$ cat config.mk
export PLATFORM = sky130hd
export DESIGN_NAME = nora_slv_initiator_flat
export DESIGN_NICKNAME = d
export VERILOG_FILES = /design/src/rtl/nora_bus_pkg.sv /design/src/rtl/nora_slv_initiator_if.sv /design/src/rtl/nora_slv_decode.sv /design/src/rtl/nora_slv_initiator.sv /design/src/flat_wrapper.sv
export SDC_FILE = /design/constraint.sdc
export NUM_CORES = 1
export LEC_CHECK = 0
export CORE_ASPECT_RATIO = 1.4
export CORE_MARGIN = 1
export CORE_UTILIZATION = 41
export CTS_CLUSTER_SIZE = 10
export DETAILED_ROUTE_END_ITERATION = 16
export GPL_TIMING_DRIVEN = 0
export PLACE_DENSITY = 0.77
export SLEW_MARGIN = 20
export SYNTH_ARGS = -nofsm -noshare
export SYNTH_HDL_FRONTEND = slang
export SYNTH_SLANG_ARGS = --single-unit
$ cat constraint.sdc
create_clock -name clk6x -period 2.8 [get_ports clk6x]
set_clock_uncertainty 0.15 [all_clocks]
set_input_delay 0.28 -clock clk6x [delete_from_list [all_inputs] [get_ports clk6x]]
set_output_delay 0.28 -clock clk6x [all_outputs]
set_load 0.02 [all_outputs]
$ cat src/rtl/nora_bus_pkg.sv
// Shared definitions for the NORA internal slave bus: field widths, command
// address slicing and the initiator state encoding.
package nora_bus_pkg;

    localparam int NORA_SLV_ADDR_W = 4;
    localparam int NORA_DEV_IDX_W  = 4;
    localparam int NORA_DATA_W     = 8;
    localparam int NORA_CMD_ADDR_W = NORA_DEV_IDX_W + NORA_SLV_ADDR_W;
    localparam int NORA_REG_LSB    = 0;
    localparam int NORA_IDX_LSB    = NORA_SLV_ADDR_W;

    typedef enum logic [1:0] {
        ST_IDLE,
        ST_REQ,
        ST_CAPT,
        ST_RESP
    } nora_state_e;

    function automatic logic [NORA_DEV_IDX_W-1:0] nora_dev_idx(
        input logic [NORA_CMD_ADDR_W-1:0] addr
    );
        return addr[NORA_IDX_LSB +: NORA_DEV_IDX_W];
    endfunction

    function automatic logic [NORA_SLV_ADDR_W-1:0] nora_reg_addr(
        input logic [NORA_CMD_ADDR_W-1:0] addr
    );
        return addr[NORA_REG_LSB +: NORA_SLV_ADDR_W];
    endfunction

endpackage

$ cat src/rtl/nora_slv_initiator_if.sv
// Command/response handshake plus slave-bus signals of the NORA initiator.
// 'master' is the initiator's view; 'slave' is the upstream agent plus devices.
interface nora_slv_initiator_if #(
    parameter int NUM_SLV = 4
) ();
    import nora_bus_pkg::*;

    logic                          cmd_valid;
    logic                          cmd_ready;
    logic                          cmd_rwn;
    logic [NORA_CMD_ADDR_W-1:0]    cmd_addr;
    logic [NORA_DATA_W-1:0]        cmd_wdata;
    logic                          resp_valid;
    logic                          resp_ready;
    logic [NORA_DATA_W-1:0]        resp_rdata;
    logic                          resp_err;
    logic [NUM_SLV-1:0]            slv_req_o;
    logic [NORA_SLV_ADDR_W-1:0]    slv_addr_o;
    logic                          slv_rwn_o;
    logic [NORA_DATA_W-1:0]        slv_datawr_o;
    logic                          slv_datawr_valid_o;
    logic [NORA_DATA_W*NUM_SLV-1:0] slv_datard_i;

    modport master (
        input  cmd_valid, cmd_rwn, cmd_addr, cmd_wdata, resp_ready, slv_datard_i,
        output cmd_ready, resp_valid, resp_rdata, resp_err,
               slv_req_o, slv_addr_o, slv_rwn_o, slv_datawr_o, slv_datawr_valid_o
    );

    modport slave (
        output cmd_valid, cmd_rwn, cmd_addr, cmd_wdata, resp_ready, slv_datard_i,
        input  cmd_ready, resp_valid, resp_rdata, resp_err,
               slv_req_o, slv_addr_o, slv_rwn_o, slv_datawr_o, slv_datawr_valid_o
    );

endinterface

$ cat src/rtl/nora_slv_decode.sv
// Device-index decode: one-hot request vector, unmapped flag and read-data mux.
module nora_slv_decode
    import nora_bus_pkg::*;
#(
    parameter int NUM_SLV = 4
) (
    input  logic [NORA_DEV_IDX_W-1:0]      idx_i,
    input  logic [NORA_DATA_W*NUM_SLV-1:0] datard_i,
    output logic [NUM_SLV-1:0]             onehot_o,
    output logic                           miss_o,
    output logic [NORA_DATA_W-1:0]         rdata_o
);

    always_comb begin
        onehot_o = '0;
        rdata_o  = '0;
        miss_o   = (int'(idx_i) >= NUM_SLV);
        for (int k = 0; k < NUM_SLV; k++) begin
            if (int'(idx_i) == k) begin
                onehot_o[k] = 1'b1;
                rdata_o     = datard_i[NORA_DATA_W*k +: NORA_DATA_W];
            end
        end
    end

endmodule

$ cat src/rtl/nora_slv_initiator.sv
// Initiator end of the NORA slave bus: turns one upstream command into a
// REQ_CYCLES-long slave access and returns exactly one response per command.
module nora_slv_initiator
    import nora_bus_pkg::*;
#(
    parameter int                     NUM_SLV      = 4,
    parameter int                     REQ_CYCLES   = 3,
    parameter logic [NORA_DATA_W-1:0] RD_MISS_DATA = 8'hFF
) (
    input logic                  clk6x,
    input logic                  reset,
    nora_slv_initiator_if.master bus
);

    localparam int               CNT_W    = (REQ_CYCLES > 1) ? $clog2(REQ_CYCLES) : 1;
    localparam logic [CNT_W-1:0] CNT_LOAD = CNT_W'(REQ_CYCLES - 1);
    localparam logic [CNT_W-1:0] CNT_ONE  = CNT_W'(1);

    nora_state_e                 state_q,       state_d;
    logic [CNT_W-1:0]            cnt_q,         cnt_d;
    logic [NORA_DEV_IDX_W-1:0]   idx_q,         idx_d;
    logic [NUM_SLV-1:0]          req_q,         req_d;
    logic [NORA_SLV_ADDR_W-1:0]  slv_addr_q,    slv_addr_d;
    logic                        slv_rwn_q,     slv_rwn_d;
    logic [NORA_DATA_W-1:0]      slv_wdata_q,   slv_wdata_d;
    logic                        dwv_q,         dwv_d;
    logic                        cmd_ready_q,   cmd_ready_d;
    logic                        resp_valid_q,  resp_valid_d;
    logic [NORA_DATA_W-1:0]      resp_rdata_q,  resp_rdata_d;
    logic                        resp_err_q,    resp_err_d;

    logic [NORA_DEV_IDX_W-1:0]   dec_idx;
    logic [NUM_SLV-1:0]          dec_onehot;
    logic                        dec_miss;
    logic [NORA_DATA_W-1:0]      dec_rdata;
    logic                        accept;

    // One decoder serves both the incoming command (IDLE) and the capture (CAPT).
    assign dec_idx = (state_q == ST_IDLE) ? nora_dev_idx(bus.cmd_addr) : idx_q;
    assign accept  = bus.cmd_valid && cmd_ready_q;

    nora_slv_decode #(.NUM_SLV(NUM_SLV)) u_decode (
        .idx_i    (dec_idx),
        .datard_i (bus.slv_datard_i),
        .onehot_o (dec_onehot),
        .miss_o   (dec_miss),
        .rdata_o  (dec_rdata)
    );

    always_comb begin
        // NOTE: every next-state value gets a default first, so no branch can infer a latch.
        state_d      = state_q;
        cnt_d        = cnt_q;
        idx_d        = idx_q;
        req_d        = req_q;
        slv_addr_d   = slv_addr_q;
        slv_rwn_d    = slv_rwn_q;
        slv_wdata_d  = slv_wdata_q;
        dwv_d        = 1'b0;
        cmd_ready_d  = 1'b0;
        resp_valid_d = resp_valid_q;
        resp_rdata_d = resp_rdata_q;
        resp_err_d   = resp_err_q;

        unique case (state_q)
            ST_IDLE: begin
                cmd_ready_d = 1'b1;
                if (accept) begin
                    cmd_ready_d = 1'b0;
                    idx_d       = nora_dev_idx(bus.cmd_addr);
                    cnt_d       = CNT_LOAD;
                    if (dec_miss) begin
                        state_d      = ST_RESP;
                        resp_valid_d = 1'b1;
                        resp_err_d   = 1'b1;
                        resp_rdata_d = bus.cmd_rwn ? RD_MISS_DATA : '0;
                    end else begin
                        state_d     = ST_REQ;
                        req_d       = dec_onehot;
                        slv_addr_d  = nora_reg_addr(bus.cmd_addr);
                        slv_rwn_d   = bus.cmd_rwn;
                        slv_wdata_d = bus.cmd_wdata;
                        resp_err_d  = 1'b0;
                        dwv_d       = !bus.cmd_rwn && (CNT_LOAD == '0);
                    end
                end
            end
            ST_REQ: begin
                if (cnt_q == '0) begin
                    req_d = '0;
                    if (slv_rwn_q) begin
                        state_d = ST_CAPT;
                    end else begin
                        state_d      = ST_RESP;
                        resp_valid_d = 1'b1;
                        resp_rdata_d = '0;
                    end
                end else begin
                    cnt_d = cnt_q - CNT_ONE;
                    // Strobe is registered, so raise it when entering the final REQ cycle.
                    dwv_d = !slv_rwn_q && (cnt_q == CNT_ONE);
                end
            end
            ST_CAPT: begin
                state_d      = ST_RESP;
                resp_valid_d = 1'b1;
                resp_rdata_d = dec_rdata;
            end
            ST_RESP: begin
                if (bus.resp_ready) begin
                    state_d      = ST_IDLE;
                    resp_valid_d = 1'b0;
                    cmd_ready_d  = 1'b1;
                end
            end
            default: state_d = ST_IDLE;
        endcase
    end

    always_ff @(posedge clk6x or posedge reset) begin
        // NOTE: clocked state uses non-blocking assignments so every register sees pre-edge values.
        if (reset) begin
            state_q      <= ST_IDLE;
            cnt_q        <= '0;
            idx_q        <= '0;
            req_q        <= '0;
            slv_addr_q   <= '0;
            slv_rwn_q    <= 1'b1;
            slv_wdata_q  <= '0;
            dwv_q        <= 1'b0;
            cmd_ready_q  <= 1'b0;
            resp_valid_q <= 1'b0;
            resp_rdata_q <= '0;
            resp_err_q   <= 1'b0;
        end else begin
            state_q      <= state_d;
            cnt_q        <= cnt_d;
            idx_q        <= idx_d;
            req_q        <= req_d;
            slv_addr_q   <= slv_addr_d;
            slv_rwn_q    <= slv_rwn_d;
            slv_wdata_q  <= slv_wdata_d;
            dwv_q        <= dwv_d;
            cmd_ready_q  <= cmd_ready_d;
            resp_valid_q <= resp_valid_d;
            resp_rdata_q <= resp_rdata_d;
            resp_err_q   <= resp_err_d;
        end
    end

    assign bus.cmd_ready          = cmd_ready_q;
    assign bus.resp_valid         = resp_valid_q;
    assign bus.resp_rdata         = resp_rdata_q;
    assign bus.resp_err           = resp_err_q;
    assign bus.slv_req_o          = req_q;
    assign bus.slv_addr_o         = slv_addr_q;
    assign bus.slv_rwn_o          = slv_rwn_q;
    assign bus.slv_datawr_o       = slv_wdata_q;
    assign bus.slv_datawr_valid_o = dwv_q;

endmodule

$ cat src/flat_wrapper.sv
// flat-port wrapper written by rule: the top's interface ports become plain ports
module nora_slv_initiator_flat import nora_bus_pkg::*;
#(
    parameter int                     NUM_SLV      = 4,
    parameter int                     REQ_CYCLES   = 3,
    parameter logic [NORA_DATA_W-1:0] RD_MISS_DATA = 8'hFF
)
  (clk6x, reset, bus_cmd_valid, bus_cmd_rwn, bus_cmd_addr, bus_cmd_wdata, bus_resp_ready, bus_slv_datard_i, bus_cmd_ready, bus_resp_valid, bus_resp_rdata, bus_resp_err, bus_slv_req_o, bus_slv_addr_o, bus_slv_rwn_o, bus_slv_datawr_o, bus_slv_datawr_valid_o);
  nora_slv_initiator_if #(.NUM_SLV(NUM_SLV)) bus_i ();
  input logic clk6x;
  input logic reset;
  input wire logic [$bits(bus_i.cmd_valid)-1:0] bus_cmd_valid;
  input wire logic [$bits(bus_i.cmd_rwn)-1:0] bus_cmd_rwn;
  input wire logic [$bits(bus_i.cmd_addr)-1:0] bus_cmd_addr;
  input wire logic [$bits(bus_i.cmd_wdata)-1:0] bus_cmd_wdata;
  input wire logic [$bits(bus_i.resp_ready)-1:0] bus_resp_ready;
  input wire logic [$bits(bus_i.slv_datard_i)-1:0] bus_slv_datard_i;
  output wire logic [$bits(bus_i.cmd_ready)-1:0] bus_cmd_ready;
  output wire logic [$bits(bus_i.resp_valid)-1:0] bus_resp_valid;
  output wire logic [$bits(bus_i.resp_rdata)-1:0] bus_resp_rdata;
  output wire logic [$bits(bus_i.resp_err)-1:0] bus_resp_err;
  output wire logic [$bits(bus_i.slv_req_o)-1:0] bus_slv_req_o;
  output wire logic [$bits(bus_i.slv_addr_o)-1:0] bus_slv_addr_o;
  output wire logic [$bits(bus_i.slv_rwn_o)-1:0] bus_slv_rwn_o;
  output wire logic [$bits(bus_i.slv_datawr_o)-1:0] bus_slv_datawr_o;
  output wire logic [$bits(bus_i.slv_datawr_valid_o)-1:0] bus_slv_datawr_valid_o;
  assign bus_i.cmd_valid = bus_cmd_valid;
  assign bus_i.cmd_rwn = bus_cmd_rwn;
  assign bus_i.cmd_addr = bus_cmd_addr;
  assign bus_i.cmd_wdata = bus_cmd_wdata;
  assign bus_i.resp_ready = bus_resp_ready;
  assign bus_i.slv_datard_i = bus_slv_datard_i;
  assign bus_cmd_ready = bus_i.cmd_ready;
  assign bus_resp_valid = bus_i.resp_valid;
  assign bus_resp_rdata = bus_i.resp_rdata;
  assign bus_resp_err = bus_i.resp_err;
  assign bus_slv_req_o = bus_i.slv_req_o;
  assign bus_slv_addr_o = bus_i.slv_addr_o;
  assign bus_slv_rwn_o = bus_i.slv_rwn_o;
  assign bus_slv_datawr_o = bus_i.slv_datawr_o;
  assign bus_slv_datawr_valid_o = bus_i.slv_datawr_valid_o;
  nora_slv_initiator #(.NUM_SLV(NUM_SLV), .REQ_CYCLES(REQ_CYCLES), .RD_MISS_DATA(RD_MISS_DATA)) u_core (.clk6x(clk6x), .reset(reset), .bus(bus_i));
endmodule
== Word level (Yosys, flattened, before mapping) ==
Cells that the tools add are included.

* Register bits: 37
* Input port bits: 53
* Output and inout bits: 29
* Logic and storage cells: 84

* $add $sub $neg: 1
* Magnitude comparators: 1
* Eq/ne operators: 14
* Multiplexer cells: 40
* Bitwise gates (word level): 1
* Reduce and logical (&&, ||, !) cells: 15

{| class="wikitable"
|+ Operators by type and width
! operator !! count
|-
| 8-bit two-way mux || 9
|-
| 8-bit case mux with 3 select lines || 1
|-
| 4-bit two-way mux || 4
|-
| 1-bit two-way mux || 15
|-
| 2-bit two-way mux || 6
|-
| 5-bit AND reduction || 2
|-
| 3-bit AND reduction || 3
|-
| 4-bit by 3-bit == test with 1-bit output, second input constant || 2
|-
| 2-bit inequality test, second input constant || 4
|-
| 2-bit case mux with 4 select lines || 1
|-
| 4-bit case mux with 2 select lines || 1
|-
| 2-bit by 1-bit inequality test with 1-bit output, second input constant || 3
|-
| 2-bit by 1-bit == test with 1-bit output, second input constant || 2
|-
| 2-bit == test, second input constant || 2
|-
| 4-bit by 2-bit == test with 1-bit output, second input constant || 1
|-
| 4-bit by 3-bit greater-or-equal comparator with 1-bit output, second input constant || 1
|-
| 2-bit logical NOT || 2
|-
| 4-bit logical NOT || 1
|-
| 1-bit case mux with 4 select lines || 1
|-
| 2-bit case mux with 2 select lines || 1
|-
| 4-bit AND reduction || 1
|-
| 3-bit nonzero test || 1
|-
| 1-bit logical AND || 2
|-
| 1-bit case mux with 2 select lines || 1
|-
| 5 further kinds || 5
|}

== Logic depth before layout (Yosys ltp) ==
* Word-level depth: 8
* Mapped depth: 9
* Gate-level depth less buffers: 6

== Cells and area by module ==
A second synthesis with hierarchy kept.

* Cell total of the unflattened synthesis: 185
* Area total of the unflattened synthesis: 2130.8 um2

{| class="wikitable"
|+ Modules (own cells, without submodules)
! module !! times used !! cells an instance !! area each (um2) !! seq. area each (um2)
|-
| nora_slv_initiator || 1 || 149 || 1849.3 || 927.1
|-
| nora_slv_decode || 1 || 36 || 281.5 || 0.0
|}

== Worst setup path after synthesis ==
No wires, ideal clock.

* Path kind: flip-flop to flip-flop
* Start point: register u_core.state_q[0]
* End point: register u_core.resp_rdata_q[2], in the netlist u_core.bus.resp_rdata[2]
* Library setup time: 0.124 ns
* Data arrival time: 1.878 ns
* Required time: 2.526 ns
* Slack: 0.648 ns
* Stages on the path, launching flop included: 9
* Path buffers: 2
* Period minus slack after synthesis: 2.152 ns
* Path through: dfrtp_1 > inv_1 > ha_1 > buf_6 > a21boi_1 > a211o_1 > clkbuf_1 > o21a_1 > a211o_1

* Longest elaborated chain between the ends: 8
* Elaborated cells on any way between the ends: 20
* Classes of those cells: order compare: 1; eq/ne: 9; mux: 6; reduce/logical: 4

{| class="wikitable"
|+ Ends and longest elaborated chain
! what !! RTL line !! text
|-
| start, declared || nora_slv_initiator.sv:19 || <nowiki>nora_state_e state_q, state_d;</nowiki>
|-
| start signal, assigned || nora_slv_initiator.sv:136 || <nowiki>state_q <= state_d;</nowiki>
|-
| 2-bit logical NOT || nora_slv_initiator.sv:39, nora_slv_initiator.sv:65 ||
|-
| 4-bit two-way mux || nora_slv_initiator.sv:39 || <nowiki>assign dec_idx = (state_q == ST_IDLE) ? nora_dev_idx(bus.cmd_addr) : idx_q;</nowiki>
|-
| 4-bit logical NOT || nora_slv_decode.sv:19 || <nowiki>if (int'(idx_i) == k) begin</nowiki>
|-
| 8-bit two-way mux (4 in a row) || nora_slv_decode.sv:19 ||
|-
| 8-bit case mux with 3 select lines || nora_slv_initiator.sv:65 || <nowiki>unique case (state_q)</nowiki>
|-
| end signal, assigned || nora_slv_initiator.sv:146 || <nowiki>resp_rdata_q <= resp_rdata_d;</nowiki>
|-
| end, declared || nora_slv_initiator.sv:29 || <nowiki>logic [NORA_DATA_W-1:0] resp_rdata_q, resp_rdata_d;</nowiki>
|}

Several ways; a longest one is shown, not always the timed one.
A chain may end at the register's enable or synchronous reset.

== Final worst setup path ==
* Start point: register u_core.state_q[0]
* End point: register u_core.req_q[1], in the netlist u_core.bus.slv_req_o[1]

* Longest elaborated chain between the ends: 7
* Elaborated cells on any way between the ends: 14
* Classes of those cells: order compare: 1; eq/ne: 5; mux: 5; reduce/logical: 3

{| class="wikitable"
|+ Ends and longest elaborated chain
! what !! RTL line !! text
|-
| 2-bit logical NOT || nora_slv_initiator.sv:39, nora_slv_initiator.sv:65 ||
|-
| 4-bit two-way mux || nora_slv_initiator.sv:39 ||
|-
| 4-bit by 2-bit == test with 1-bit output || nora_slv_decode.sv:19 ||
|-
| 1-bit two-way mux || nora_slv_decode.sv:19 ||
|-
| 4-bit two-way mux || nora_slv_initiator.sv:72 || <nowiki>if (dec_miss) begin</nowiki>
|-
| 4-bit two-way mux || nora_slv_initiator.sv:68 || <nowiki>if (accept) begin</nowiki>
|-
| 4-bit case mux with 2 select lines || nora_slv_initiator.sv:65 ||
|-
| end signal, assigned || nora_slv_initiator.sv:139 || <nowiki>req_q <= req_d;</nowiki>
|-
| end, declared || nora_slv_initiator.sv:22 || <nowiki>logic [NUM_SLV-1:0] req_q, req_d;</nowiki>
|}

Several ways; a longest one is shown, not always the timed one. The select of a mux whose other input is x is not followed.

==> out/metrics.csv <==
metric,value,unit
crit_fanout,10,
endpoint_kind,flip-flop,
status,"complete, no violations",
gp_congestion,0.814,
avgSynthCellArea,9.77,um^2
fp.dieW,61.4,um
p_int,0.00182,W
yosysWarnings,0,
setup_viol,0,
boundaryPins,82,
grt_max_degree,28,
root_buffer,clkbuf_8,
first_pass_iters,4,
hold_viol,0,
worstSetupStartpointType,flip-flop,
ys_seq_area_share,45.9,%
async_reset_ff_share,100,%
synthSimpleGateAreaFrac,17.0,%
ys_types,38,
postRouteAntennaNets,0,
slowest_delay,0.45,ns
hold_path.class,input port to asynchronous set/reset pin,
p_switching,0.00125,W
swShare,40.7,%
vias_per_cell,5.26,
crit_chain,inv_1 > ha_1 > buf_6 > buf_2 > nand3_1 > nor2_2 > o22ai_1 > a32o_1,
final.period_utilization,86.6,%
synth_flop_cell,dfrtp_1,
htree_levels,2,
fin_crit,2.43,ns
clkLatencyLatePin,0.29,ns
busiest_layer,met2,
grt_usage,21.5,%
syn-instance-count,207,
rows,29,
drc_errors,0,
regArea,927,um^2
wire_per_inst,14.2,um
die_height,85.1,um
slew_headroom,49.9,%
grt-ovfl-total,0,
vias,1887,
use_met3,5.64,%
power_density,1010,mW/mm^2
dieArea,0.00522,mm^2
crit_arrival,2.45,ns
syn_area,0.00202,mm^2
max_freq,412,MHz
maxCapViolCount,0,
antenna_found_initial,0,
coreArea,0.00464,mm^2
p_seq_share,28.5,%
grtUsageMet1,24.6,%
port_buffers,81,
cts_tree,yes,
clockBufferDepth,2,
rsz0062_at_grt,false,
dp_hpwl,4040,um
critical_path_class,flip-flop to flip-flop,
cts.sinks,37,
synthAdderAreaFrac,4.33,%
synth-seq-cells,37,
drv_slew,0,
p_leak,1.39,nW
post_synth_xor_area_fraction,0,%
synthMuxAreaShare,8.85,%
required,2.83,ns
cts_resized,0,
clkPwrFrac,15.6,%
utilization,65.6,%
multi_input_area,0.00101,mm^2
worst_slew_pin_slew,0.749,ns
area_growth,50.7,%
synth_nets,267,
fin_nets,356,
crit_slowest_cell,dfrtp_1,
routed_wl,5100,um
pwr-share-comb,55.9,%
vdd_drop_max,0.000505,V
fin_hold_ws,0.0873,ns
cts_setup_buffers,0,
clk_pin_slew,0.07,ns
setup_tns,0,ns
synth-compound-area-share,19.6,%
fillers,407,
grt_pass1_vias,1913,
synth_edf_count,0,
drt_iter0_markers,74,
ctsHoldBuffers,0,
layout-drive-gt1-share,8.75,%
use_met2,37.0,%
grt_pass1_wl,8480,um
synth_top_family_by_area,compound AO/OA/AOI/OAI gates,
antennaDiodeCount,0,
cts_made_buffers,5,
start_util,43.5,%
## stage by stage
step                setup WS [ns]  area, um^2  cells  total power, W
floorplan                   0.648        2020    207         0.00200
global placement            0.384        2910    350         0.00256
detailed placement          0.380        2930    351         0.00261
CTS                         0.367        3050    359         0.00309
global route                0.161        3050    359         0.00329
finish                      0.374        3050    359         0.00307
## synth_stat cells (2+ instances only)
| library cell | number | area [um^2] |
|---|---|---|
| nand2_1 | 59 | 221 |
| dfrtp_1 | 36 | 901 |
| mux2i_1 | 10 | 100 |
| a211o_1 | 9 | 78.8 |
| inv_1 | 9 | 33.8 |
| a32oi_1 | 8 | 70.1 |
| o21a_1 | 8 | 60.1 |
| ha_1 | 7 | 87.6 |
| o21ai_0 | 7 | 35.0 |
| a21oi_1 | 6 | 30.0 |
| mux2_2 | 5 | 56.3 |
| buf_2 | 4 | 20.0 |
| nor2_1 | 4 | 15.0 |
| nand3_1 | 3 | 15.0 |
| nor3_1 | 3 | 15.0 |
| o22ai_1 | 3 | 18.8 |
| a32o_1 | 2 | 20.0 |
| buf_6 | 2 | 22.5 |
| clkbuf_1 | 2 | 7.51 |
| nor2b_1 | 2 | 12.5 |
## state kept, by name, indices dropped and copies added (netlist names), 2 cells and up
| register | count |
|---|---|
| u_core.bus.resp_rdata | 8 |
| u_core.bus.slv_addr_o | 4 |
| u_core.bus.slv_datawr_o | 8 |
| u_core.bus.slv_req_o | 4 |
| u_core.cnt_q | 2 |
| u_core.idx_q | 4 |
| u_core.state_q | 2 |
## layout make-up
type	instances	area share, %
Multi-Input combinational cell	152	33.1
Inverter	9	1.11
Tap cell	62	2.55
Clock buffer	7	2.83
Timing Repair Buffer	82	27.3
Clock inverter	1	0.986
Buffer	9	1.77
Sequential cell	37	30.4
## kinds of logic (layout without fill, tap and decap cells)
group	Yosys count	after routing
buffers and inverters	18	108
AND/OR/NAND/NOR	79	79
AO/OA/AOI/OAI	50	50
multiplexers	16	16
flip-flops	37	37
adder cells (fa/ha/maj)	7	7
## critical path, delay by kind of cell (launching register included)
family | cells | cell delay [ns]
DFF | 1 | 0.45
adders and majority gates | 1 | 0.16
AOI/OAI and AO/OA | 2 | 0.44
buffers and inverters | 3 | 0.46
and+or+nand+nor | 2 | 0.66
## power by group through the flow
| stage | clock, W | combinational, W | sequential [W] |
|---|---|---|---|
| 2_1_floorplan | 0 | 0.000969 | 0.00103 |
| 3_3_place_gp | 0 | 0.00169 | 0.000870 |
| 3_5_place_dp | 0 | 0.00173 | 0.000885 |
| 4_1_cts | 0.000486 | 0.00173 | 0.000875 |
| 5_1_grt | 0.000505 | 0.00188 | 0.000903 |
| 6_report | 0.000477 | 0.00172 | 0.000876 |
## layer usage
metal | vias up | routed length, um | share of wire, %
li1 | 910 | - | -
met1 | 889 | 2030 | 40
met2 | 77 | 2650 | 52
met3 | 11 | 315 | 6.2
met4 | 0 | 104 | 2.0
met5 | - | 0 | 0
## cell usage in the layout, fill, tap and decap left out, types with 2 or more instances in the layout
cell type         n
clkdlybuf4s50_1  81
a32oi_1           8
buf_2             4
clkbuf_8          6
mux2_2            5
nor3_1            3
nand3_1           3
nand2_1          59
a32o_1            2
o21ai_0           7
nor2b_1           2
a21oi_1           6
ha_1              7
inv_1             8
nor2_1            4
clkbuf_1          3
mux2i_1          10
buf_6             2
a211o_1           9
dfrtp_1          36
o21a_1            8
o22ai_1           3
## path summary, 6_finish.rpt
kind	start	end	slack, ns	depth (start not counted)
worst min-delay path	reset	u_core.bus.resp_err	0.09	2
worst max-delay path	u_core.state_q[0]	u_core.bus.slv_req_o[1]	0.37	8
max in group asynchronous	reset	u_core.bus.slv_rwn_o	1.92	3
min in group clk6x	u_core.bus.slv_datawr_o[1]	u_core.bus.slv_datawr_o[1]	0.33	2
worst min register to register	u_core.bus.slv_datawr_o[1]	u_core.bus.slv_datawr_o[1]	0.33	2
worst max register to register	u_core.state_q[0]	u_core.bus.slv_req_o[1]	0.37	8
Power figures use the tool's default switching activity.
